<file path="src/rtl/mem_arbiter.sv">
// mem_arbiter: shares one single-port memory bus between the instruction-fetch
// requester and the data load/store requester. One transaction at a time.
// Priority alternates when both requesters are pending, and a bus cycle that
// stays busy for TIMEOUT cycles is aborted with bus_err.
//
//  state | meaning
//  ------+------------------------------------------------------------
//  IDLE  | no bus cycle; arbitrate and grant; ready pulses occur here
//  I_ACC | fetch read on the bus, waiting for mem_busy low or timeout
//  D_ACC | data read/write on the bus, waiting for mem_busy low or timeout
module mem_arbiter #(
    parameter int ADDR_W  = 32,
    parameter int DATA_W  = 32,
    parameter int TIMEOUT = 255,
    parameter int CNT_W   = 8
) (
    input  logic              CLK,
    input  logic              nRST,
    input  logic              i_req,
    input  logic [ADDR_W-1:0] i_addr,
    output logic [DATA_W-1:0] i_rdata,
    output logic              i_ready,
    input  logic              d_ren,
    input  logic              d_wen,
    input  logic [ADDR_W-1:0] d_addr,
    input  logic [DATA_W-1:0] d_wdata,
    output logic [DATA_W-1:0] d_rdata,
    output logic              d_ready,
    output logic              mem_ren,
    output logic              mem_wen,
    output logic [ADDR_W-1:0] mem_addr,
    output logic [DATA_W-1:0] mem_wdata,
    input  logic [DATA_W-1:0] mem_rdata,
    input  logic              mem_busy,
    output logic              bus_err
);

    typedef enum logic [1:0] {
        IDLE  = 2'd0,
        I_ACC = 2'd1,
        D_ACC = 2'd2
    } state_t;

    // Abort fires on the busy edge that would bring the count to TIMEOUT.
    localparam logic [CNT_W-1:0] TMO_LAST = CNT_W'(TIMEOUT - 1);

    state_t            r_state;
    logic              r_mem_ren;
    logic              r_mem_wen;
    logic [ADDR_W-1:0] r_mem_addr;
    logic [DATA_W-1:0] r_mem_wdata;
    logic              r_i_ready;
    logic              r_d_ready;
    logic [DATA_W-1:0] r_i_rdata;
    logic [DATA_W-1:0] r_d_rdata;
    logic              r_bus_err;
    logic              r_last_d;
    logic [CNT_W-1:0]  r_cnt;

    state_t            w_state_nxt;
    logic              w_mem_ren_nxt;
    logic              w_mem_wen_nxt;
    logic [ADDR_W-1:0] w_mem_addr_nxt;
    logic [DATA_W-1:0] w_mem_wdata_nxt;
    logic              w_i_ready_nxt;
    logic              w_d_ready_nxt;
    logic [DATA_W-1:0] w_i_rdata_nxt;
    logic [DATA_W-1:0] w_d_rdata_nxt;
    logic              w_bus_err_nxt;
    logic              w_last_d_nxt;
    logic [CNT_W-1:0]  w_cnt_nxt;

    logic              w_i_pend;
    logic              w_d_pend;
    logic              w_grant_d;
    logic              w_end;
    logic              w_abort;
    logic [DATA_W-1:0] w_ret_data;

    // A requester whose ready is high this cycle is masked, so it cannot be
    // re-granted on the strength of a request it has not yet dropped.
    assign w_i_pend   = i_req & ~r_i_ready;
    assign w_d_pend   = (d_ren | d_wen) & ~r_d_ready;
    assign w_grant_d  = w_d_pend & (~w_i_pend | ~r_last_d);
    assign w_abort    = mem_busy & (r_cnt == TMO_LAST);
    assign w_end      = ~mem_busy | w_abort;
    assign w_ret_data = (r_mem_ren & ~mem_busy) ? mem_rdata : '0;

    // Next-state, bus strobes, completion pulses and timeout counter.
    always_comb begin
        w_state_nxt     = r_state;
        w_mem_ren_nxt   = r_mem_ren;
        w_mem_wen_nxt   = r_mem_wen;
        w_mem_addr_nxt  = r_mem_addr;
        w_mem_wdata_nxt = r_mem_wdata;
        w_i_ready_nxt   = 1'b0;
        w_d_ready_nxt   = 1'b0;
        w_i_rdata_nxt   = '0;
        w_d_rdata_nxt   = '0;
        w_bus_err_nxt   = 1'b0;
        w_last_d_nxt    = r_last_d;
        w_cnt_nxt       = r_cnt;

        case (r_state)
            IDLE: begin
                if (w_grant_d) begin
                    w_state_nxt     = D_ACC;
                    w_mem_addr_nxt  = d_addr;
                    w_mem_wdata_nxt = d_wdata;
                    // read+write together is taken as a write
                    w_mem_wen_nxt   = d_wen;
                    w_mem_ren_nxt   = ~d_wen;
                    w_last_d_nxt    = 1'b1;
                    w_cnt_nxt       = '0;
                end else if (w_i_pend) begin
                    w_state_nxt     = I_ACC;
                    w_mem_addr_nxt  = i_addr;
                    w_mem_wdata_nxt = '0;
                    w_mem_wen_nxt   = 1'b0;
                    w_mem_ren_nxt   = 1'b1;
                    w_last_d_nxt    = 1'b0;
                    w_cnt_nxt       = '0;
                end
            end
            I_ACC, D_ACC: begin
                if (w_end) begin
                    w_state_nxt     = IDLE;
                    w_mem_ren_nxt   = 1'b0;
                    w_mem_wen_nxt   = 1'b0;
                    w_mem_addr_nxt  = '0;
                    w_mem_wdata_nxt = '0;
                    w_bus_err_nxt   = w_abort;
                    if (r_state == D_ACC) begin
                        w_d_ready_nxt = 1'b1;
                        w_d_rdata_nxt = w_ret_data;
                    end else begin
                        w_i_ready_nxt = 1'b1;
                        w_i_rdata_nxt = w_ret_data;
                    end
                end else begin
                    w_cnt_nxt = r_cnt + CNT_W'(1);
                end
            end
            default: begin
                w_state_nxt   = IDLE;
                w_mem_ren_nxt = 1'b0;
                w_mem_wen_nxt = 1'b0;
            end
        endcase
    end

    // Register every output; synchronous active-low reset.
    always_ff @(posedge CLK) begin
        if (!nRST) begin
            r_state     <= IDLE;
            r_mem_ren   <= 1'b0;
            r_mem_wen   <= 1'b0;
            r_mem_addr  <= '0;
            r_mem_wdata <= '0;
            r_i_ready   <= 1'b0;
            r_d_ready   <= 1'b0;
            r_i_rdata   <= '0;
            r_d_rdata   <= '0;
            r_bus_err   <= 1'b0;
            r_last_d    <= 1'b0;
            r_cnt       <= '0;
        end else begin
            r_state     <= w_state_nxt;
            r_mem_ren   <= w_mem_ren_nxt;
            r_mem_wen   <= w_mem_wen_nxt;
            r_mem_addr  <= w_mem_addr_nxt;
            r_mem_wdata <= w_mem_wdata_nxt;
            r_i_ready   <= w_i_ready_nxt;
            r_d_ready   <= w_d_ready_nxt;
            r_i_rdata   <= w_i_rdata_nxt;
            r_d_rdata   <= w_d_rdata_nxt;
            r_bus_err   <= w_bus_err_nxt;
            r_last_d    <= w_last_d_nxt;
            r_cnt       <= w_cnt_nxt;
        end
    end

    assign mem_ren   = r_mem_ren;
    assign mem_wen   = r_mem_wen;
    assign mem_addr  = r_mem_addr;
    assign mem_wdata = r_mem_wdata;
    assign i_ready   = r_i_ready;
    assign d_ready   = r_d_ready;
    assign i_rdata   = r_i_rdata;
    assign d_rdata   = r_d_rdata;
    assign bus_err   = r_bus_err;

endmodule

</file>
<file path="config.mk">
export PLATFORM = sky130hd
export DESIGN_NAME = mem_arbiter
export DESIGN_NICKNAME = d
export VERILOG_FILES = /design/src/rtl/mem_arbiter.sv
export SDC_FILE = /design/constraint.sdc
export NUM_CORES = 1
export LEC_CHECK = 0
export CORE_ASPECT_RATIO = 1.1
export CORE_MARGIN = 1.5
export CORE_UTILIZATION = 43
export CTS_CLUSTER_DIAMETER = 120
export DETAILED_ROUTE_END_ITERATION = 16
export PLACE_DENSITY_LB_ADDON = 0.1
export SYNTH_ARGS = -nofsm -noshare
export SYNTH_HDL_FRONTEND = slang
export SYNTH_SLANG_ARGS = --single-unit
</file>
<file path="constraint.sdc">
create_clock -name CLK -period 3.05 [get_ports CLK]
set_input_delay 0.7625 -clock CLK [delete_from_list [all_inputs] [get_ports CLK]]
set_output_delay 0.7625 -clock CLK [all_outputs]
set_load 0.05 [all_outputs]
</file>
=== Word-level counts from Yosys, hierarchy flattened ===
Index checks and enable logic that the tools add are counted.

* Eq/ne operators: 6
* Bitwise operators: 17
* Muxes and demuxes: 26
* Reduce and logical (&&, ||, !) cells: 11
* Add/sub/neg operators: 1

{| class="wikitable"
|+ Operators with widths
! kind !! number
|-
| 32-bit two-way mux || 6
|-
| 32-bit one-hot mux with 2 select lines || 2
|-
| 8-bit two-way mux || 3
|-
| 8-bit one-hot mux with 2 select lines || 1
|-
| 1-bit inverter || 9
|-
| 3-bit AND reduction || 3
|-
| 8-bit by 1-bit adder with 8-bit output (second input constant) || 1
|-
| 8-bit equality test (second input constant) || 1
|-
| 1-bit two-way mux || 8
|-
| 2-bit two-way mux || 3
|-
| 1-bit bitwise AND || 5
|-
| 2-bit inequality test (second input constant) || 2
|-
| 1-bit one-hot mux with 2 select lines || 2
|-
| 2-bit one-hot mux with 2 select lines || 1
|-
| 2-bit AND reduction || 2
|-
| 4-bit AND reduction || 1
|-
| 2-bit nonzero test || 2
|-
| 4-bit OR reduction || 1
|-
| 3-bit inequality test (second input constant) || 1
|-
| 1-bit bitwise OR || 3
|-
| 2-bit by 1-bit equality test with 1-bit output (second input constant) || 1
|-
| 2-bit equality test (second input constant) || 1
|-
| 2-bit logical NOT || 1
|-
| 2-bit OR reduction || 1
|}

* Output and inout bits: 133
* Flip-flop bits (word level): 144

=== Depth between registers and ports, before layout ===
Gate-level depths: netlist of run 1.

* Depth in word-level cells: 7
* Depth in mapped cells: 9
* Depth with buffers taken out: 6

=== Least setup slack after synthesis of run 1 ===
OpenSTA, ideal clock, no wires.

* Kind: in2reg
* Start: in nRST
* End: reg r_i_rdata[10] (netlist: i_rdata[10])
* Cell stages on the path: 6
* Data required time: 2.987 ns
* Path buffers: 3
* Arrival: 1.840 ns
* Slack: 1.147 ns
* Path through: clkbuf_1 nand2_1 or3b_1 buf_6 buf_12 nor2_2

* Longest elaborated chain between the ends: 2

{| class="wikitable"
|+ RTL lines
! what !! RTL line !! RTL
|-
| start, declared || 18 || <nowiki>input logic nRST,</nowiki>
|-
| 1-bit inverter (no source line) || -- ||
|-
| 4-bit OR reduction (no source line) || -- ||
|-
| end signal, assigned || 175 || <nowiki>r_i_rdata <= w_i_rdata_nxt;</nowiki>
|-
| end, declared || 54 || <nowiki>logic [DATA_W-1:0] r_i_rdata;</nowiki>
|}

No other way between the ends.
A chain may end at the register's enable or synchronous reset.

=== Worst setup path in the final report of run 1 ===
* Start: reg r_mem_wen (netlist: mem_wen)
* End: out mem_wen

{| class="wikitable"
|+ RTL lines
! what !! RTL line !! RTL
|-
| start, declared || 49 || <nowiki>logic r_mem_wen;</nowiki>
|-
| start signal, assigned || 170 || <nowiki>r_mem_wen <= w_mem_wen_nxt;</nowiki>
|-
| end, declared || 30 || <nowiki>output logic mem_wen,</nowiki>
|}

No word-level cell between the ends.

==> impl_metrics.json, run 1 <==
{
  "setup_viol": 0,
  "fp-row-count": 42,
  "wl_um": 15300,
  "finalNetCount": 922,
  "postRouteAntennaNets": 0,
  "die_x_um": 109,
  "die_h_um": 120,
  "root_buffer": "clkbuf_16",
  "grt_overflow": 0,
  "worstMarginPinSlew_ns": 0.818,
  "diodes": 0,
  "cts_hold_buf": 0,
  "min_path_type": "reg2reg",
  "initial_core_util_pct": 44.2,
  "dieArea_um2": 13100,
  "period_share_pct": 78.0,
  "io_buffer_count": 266,
  "ys_seq_area_share_pct": 54.0,
  "syn_area_um2": 5340,
  "first_pass_iters": 4,
  "synthFlopType": "dfxtp_1",
  "path_delay_family": "buffers and inverters",
  "max_freq_mhz": 420,
  "ys_seq_elements": 144,
  "io_pins": 267,
  "antenna_found_initial": 0,
  "drt_iter0_drc": 207,
  "cp_max_fo": 2,
  "clk_latency_ns": 0.42,
  "drc": 0,
  "dp.cells": 918,
  "post_cts_buffers": 0,
  "fin_ws_ns": 0.670,
  "vdd_drop_max_v": 0.000446,
  "synth_cell_type_count": 48,
  "powerDensity_nw_per_um2": 754,
  "status": "completed",
  "crit_type": "reg2out",
  "clock_sinks": 144,
  "synth_edf_count": 0,
  "ctsResizeCount": 0,
  "async_reset_ff_share_pct": 0,
  "critPathMaxStageDelay_ns": 0.85,
  "fin_util_pct": 71.9,
  "synth_top_area_share_pct": 54.0,
  "cp-end-kind": "output port",
  "core_area_um2": 12100,
  "cts_tree": "done",
  "drv_cap": 0,
  "worstPathRequired_ns": 2.29,
  "finClkSkew_ns": 0.0129,
  "syn_nets": 662,
  "postSynthCellCount": 523,
  "cts-htree-levels": 4,
  "grt_max_degree": 37,
  "grt_pass1_wl_um": 23800,
  "synthTopCellsByArea": "dfxtp_1 54%, mux2i_1 13%, nand2_1 7.3%",
  "arrival_ns": 1.62,
  "grt_setup_unrepaired": "false",
  "syn2layout_area_growth_pct": 62.7,
  "clock_tree.buffer_depth": 2,
  "p_leak_nw": 3.30,
  "startpoint_type": "register",
  "finalSetupTns_ns": 0,
  "finalMaxSlewViolations": 0,
  "hold_ws_ns": 0.456,
  "grt_use_total_pct": 23.4,
  "vias": 4744,
  "wire_per_inst_um": 16.1,
  "drive_gt1_share_pct": 10.7,
  "min_period_ns": 2.38,
  "preCtsSetupSlack_ns": 0.158,
  "cp_cell_sequence": "clkdlybuf4s50_1",
  "postSynthAreaPerCell_um2": 10.2,
  "post-dp-hpwl_um": 11100,
  "slowest_stage": "clkdlybuf4s50_1",
  "yosysWarnings": 0,
  "crit_buf_inv": 1,
  "yosys.area.top_type": "dfxtp_1",
  "instances_no_fill": 950,
  "vias_per_cell": 4.99,
  "cts_buffers": 17,
  "mostFrequentLayoutCell": "clkdlybuf4s50_1",
  "final_cell_mix": "266 x clkdlybuf4s50_1, 144 x dfxtp_1, 104 x nand2_1",
  "final-hold-violation-count": 0,
  "timing.slew.headroom_pct": 45.3,
  "clkTransAtPathRegs_ns": 0.06,
  "first_global_vias": 4862,
  "gp_congestion": 0.969
}
==> power by group <==
group          total, W  leakage, nW  switching, W  internal, W
sequential      0.00222         1.17      0.000123      0.00210
combinational   0.00217         1.83       0.00136     0.000812
clock           0.00216        0.301      0.000847      0.00132
total           0.00655         3.30       0.00233      0.00423
==> layout make-up <==
class | instances | area [um^2]
Fill cell | 927 | 3400
Sequential cell | 144 | 2880
Timing Repair Buffer | 277 | 2760
Multi-Input combinational cell | 338 | 2220
Clock buffer | 17 | 425
Clock inverter | 15 | 196
Tap cell | 154 | 193
Inverter | 5 | 18.8
==> synthesized netlist by cell type (all sizes together), types with 2 or more instances <==
| master | count |
|---|---|
| nand4 | 2 |
| nand2 | 104 |
| dfxtp | 144 |
| a311o | 2 |
| o21ai | 3 |
| nor2b | 2 |
| nor4 | 4 |
| a21oi | 4 |
| a22o | 3 |
| buf | 23 |
| ha | 5 |
| and3 | 3 |
| nor2 | 66 |
| a31oi | 2 |
| o2bb2ai | 32 |
| mux2i | 68 |
| and4 | 2 |
| a21o | 3 |
| a21boi | 2 |
| nand2b | 6 |
| inv | 5 |
| clkbuf | 13 |
| nand3 | 9 |
==> cell families (layout without fill, tap and decap cells) <==
group                      count (synthesis)  in the layout  synth area share [%]
muxes                                     68             68                  12.7
buffers and inverters                     41            314                  4.85
DFF                                      144            144                  54.0
adders and majority gates                  5              5                  1.17
and+or+nand+nor                          206            206                  17.8
AOI/OAI and AO/OA                         59             59                  9.49
==> stage by stage <==
stage	instance area (um^2)	power [W]
2_1_floorplan	5340	0.00371
3_3_place_gp	8060	0.00439
3_5_place_dp	8060	0.00442
4_1_cts	8680	0.00660
5_1_grt	8690	0.00681
6_report	8690	0.00655
==> registers in the layout, summed over array words and instances (netlist names) <==
register   flops
i_rdata       32
mem_wdata     32
mem_ren        1
i_ready        1
d_rdata       32
r_state        2
r_cnt          8
d_ready        1
mem_wen        1
mem_addr      32
bus_err        1
r_last_d       1
==> worst paths after layout <==
check / start / endpoint / slack (ns) / cells after the start
max: mem_wen$_SDFFE_PN0P_ / mem_wen / 0.67 / 1
max reg2reg: r_state[1]$_SDFFE_PN0P_ / i_rdata[1]$_SDFF_PP0_ / 0.77 / 6
min: mem_wdata[8]$_SDFFE_PN0P_ / mem_wdata[8]$_SDFFE_PN0P_ / 0.46 / 2
min reg2reg: mem_wdata[8]$_SDFFE_PN0P_ / mem_wdata[8]$_SDFFE_PN0P_ / 0.46 / 2
==> layer usage <==
layer / share of wire (%) / track usage [%]
met5: 0 / 0
met4: 2.2 / 7.87
met2: 53 / 44.0
met1: 36 / 24.6
met3: 8.1 / 6.36
Power figures use the tool's default switching activity.
==> run 2, diff against run 1 <==
Settings changed: CORE_UTILIZATION 43 to 36.
Clock period 3.05 ns to 1.9 ns, I/O delays scaled along.
==> run 2 against run 1 <==
- clock skew fell by 0.0033 ns
- total power rose by 57%
- core utilization fell by 12 points
- clock power rose by 38%
- non-clock buffer count rose by 27
- critical path depth rose by 5
- first-iteration DRC count did not move
- sequential share of layout area rose by 0.14 points
- sequential cell count did not move
- die area rose by 19%
- final cell count rose by 6.7%
- via count fell by 0.99%
==> impl_metrics.json, run 2 (synthesis results as in run 1) <==
{
  "internal-power_w": 0.00656,
  "post-dp-hpwl_um": 11000,
  "cts-htree-levels": 4,
  "slowest_stage": "a311o_1",
  "initial_core_util_pct": 37.0,
  "setup_viol": 0,
  "cts_buffers": 17,
  "min_path_type": "reg2reg",
  "core_area_um2": 14400,
  "cp-end-kind": "register",
  "postRouteAntennaNets": 0,
  "vdd_drop_max_v": 0.000678,
  "io_pins": 267,
  "worstMarginPinSlew_ns": 0.486,
  "min_from": "mem_wdata[9]$_SDFFE_PN0P_",
  "final_cell_mix": "161 x buf_4, 144 x dfxtp_1, 133 x clkdlybuf4s50_1",
  "finalNetCount": 949,
  "switchingPower_w": 0.00370,
  "min_period_ns": 1.81,
  "finalMaxSlewViolations": 0,
  "status": "completed",
  "combPwrFrac_pct": 36.4,
  "r2r_start": "r_cnt[0]$_SDFFE_PN0P_",
  "powerDensity_nw_per_um2": 1190,
  "clock_sinks": 144,
  "fin_util_pct": 59.9,
  "cts_hold_buf": 0,
  "holdPathEnd": "mem_wdata[9]$_SDFFE_PN0P_",
  "clock_tree.buffer_depth": 2,
  "reg2reg_setup_slack_ns": 0.09,
  "r2r_end": "r_cnt[5]$_SDFFE_PN0P_",
  "period_share_pct": 95.5,
  "worstPathRequired_ns": 2.24,
  "wire_per_inst_um": 14.8,
  "fp-row-count": 46,
  "mostFrequentLayoutCell": "buf_4",
  "switching_share_pct": 36.1,
  "drt_iter0_drc": 207,
  "grt_use_total_pct": 18.9,
  "pwr-share-seq_pct": 34.7,
  "final-hold-violation-count": 0,
  "p_clk_share_pct": 28.9,
  "finClkSkew_ns": 0.00959,
  "startpoint_type": "register",
  "preCtsSetupSlack_ns": -0.330,
  "timing.slew.headroom_pct": 67.5,
  "drv_cap": 0,
  "dieArea_um2": 15600,
  "grt_max_degree": 34,
  "hold_ws_ns": 0.460,
  "crit_type": "reg2reg",
  "grt_pass1_wl_um": 23000,
  "first_global_vias": 4630,
  "clkTransAtPathRegs_ns": 0.06,
  "gp_congestion": 0.835,
  "syn2layout_area_growth_pct": 62.0,
  "grt_setup_unrepaired": "false",
  "wl_um": 15100,
  "die_h_um": 131,
  "first_pass_iters": 4,
  "whs_path_depth": 2,
  "cts_tree": "done",
  "io_buffer_count": 266,
  "antenna_found_initial": 0,
  "diodes": 0,
  "p_leak_nw": 3.69,
  "root_buffer": "clkbuf_16",
  "arrival_ns": 2.15,
  "drive_gt1_share_pct": 29.9,
  "grt_overflow": 0,
  "r2r_cells": 6,
  "cp_max_fo": 3,
  "clk_latency_ns": 0.41,
  "dp.cells": 981,
  "instances_no_fill": 1014,
  "fin_ws_ns": 0.0855,
  "drc": 0,
  "critPathMaxStageDelay_ns": 0.39,
  "vias_per_cell": 4.63,
  "vias": 4697,
  "cp_cell_sequence": "inv_1, ha_1, and3_1, a311o_1, nor4_2, mux2i_1",
  "max_freq_mhz": 551,
  "die_x_um": 119
}
[run 2: cell count changes in the layout (fill, tap and decap cells not counted), moves of 2 or more]
| cell | delta |
|---|---|
| nor4_2 | +2 |
| clkdlybuf4s50_1 | -133 |
| inv_6 | -2 |
| nor4_1 | -2 |
| inv_8 | -3 |
| bufinv_16 | -3 |
| buf_4 | +151 |
| clkinv_2 | +3 |
| buf_12 | +7 |
[run 2: how the worst max path moves through the flow]
stage / start / end
global route: d_wen / mem_wdata[15]$_SDFFE_PN0P_
floorplan: r_state[1]$_SDFFE_PN0P_ / r_cnt[3]$_SDFFE_PN0P_
global placement: d_wen / mem_wdata[16]$_SDFFE_PN0P_
detailed placement: d_wen / mem_wdata[17]$_SDFFE_PN0P_
CTS: r_state[0]$_SDFFE_PN0P_ / mem_wdata[17]$_SDFFE_PN0P_
finish: r_cnt[0]$_SDFFE_PN0P_ / r_cnt[5]$_SDFFE_PN0P_
[run 2: timing repair]
item                       4_1_cts  5_1_grt
setup endpoints to repair       67       27
cloned                           0        1
buffers inserted                 0        1
gates resized for setup          3        5
pin swaps                        0        2
[run 2: routing by layer]
layer,vias up,global-route usage (%),routed length (um)
met5,-,0,0
met2,180,33.3,7750
met3,18,5.34,958
li1,2346,-,-
met4,0,6.95,251
met1,2153,22.2,6100
[run 2: stage by stage]
stage / instance area, um^2 / power, W / setup TNS, ns
after floorplan: 5340 / 0.00595 / 0
after global placement: 8050 / 0.00718 / -18.79
after detailed placement: 8050 / 0.00723 / -22.93
after CTS: 8600 / 0.0103 / 0
after global routing: 8650 / 0.0108 / 0
final: 8650 / 0.0103 / 0
[run 2: area by class of cell]
type / count / area, um^2
inverters: 5 / 18.8
fillers: 1263 / 5790
flip-flops and latches: 144 / 2880
multi-input cells: 338 / 2240
clock buffers: 19 / 443
clock inverters: 12 / 86.3
well taps: 192 / 240
repair buffers: 304 / 2740
[run 2: power by group through the flow]
stage / Combinational [W] / Sequential (W) / Clock [W]
2_1_floorplan: 0.00124 / 0.00471 / 0
3_3_place_gp: 0.00357 / 0.00362 / 0
3_5_place_dp: 0.00362 / 0.00361 / 0
4_1_cts: 0.00365 / 0.00356 / 0.00304
5_1_grt: 0.00396 / 0.00360 / 0.00319
6_report: 0.00373 / 0.00356 / 0.00297
[run 2: critical path: cells and delay by family, from the launching register on]
family / cells / cell delay (ns)
AO/OA/AOI/OAI: 1 / 0.39
adder cells (fa/ha/maj): 1 / 0.23
buffers and inverters: 1 / 0.06
flip-flops: 1 / 0.33
multiplexers: 1 / 0.23
AND/OR/NAND/NOR: 2 / 0.51
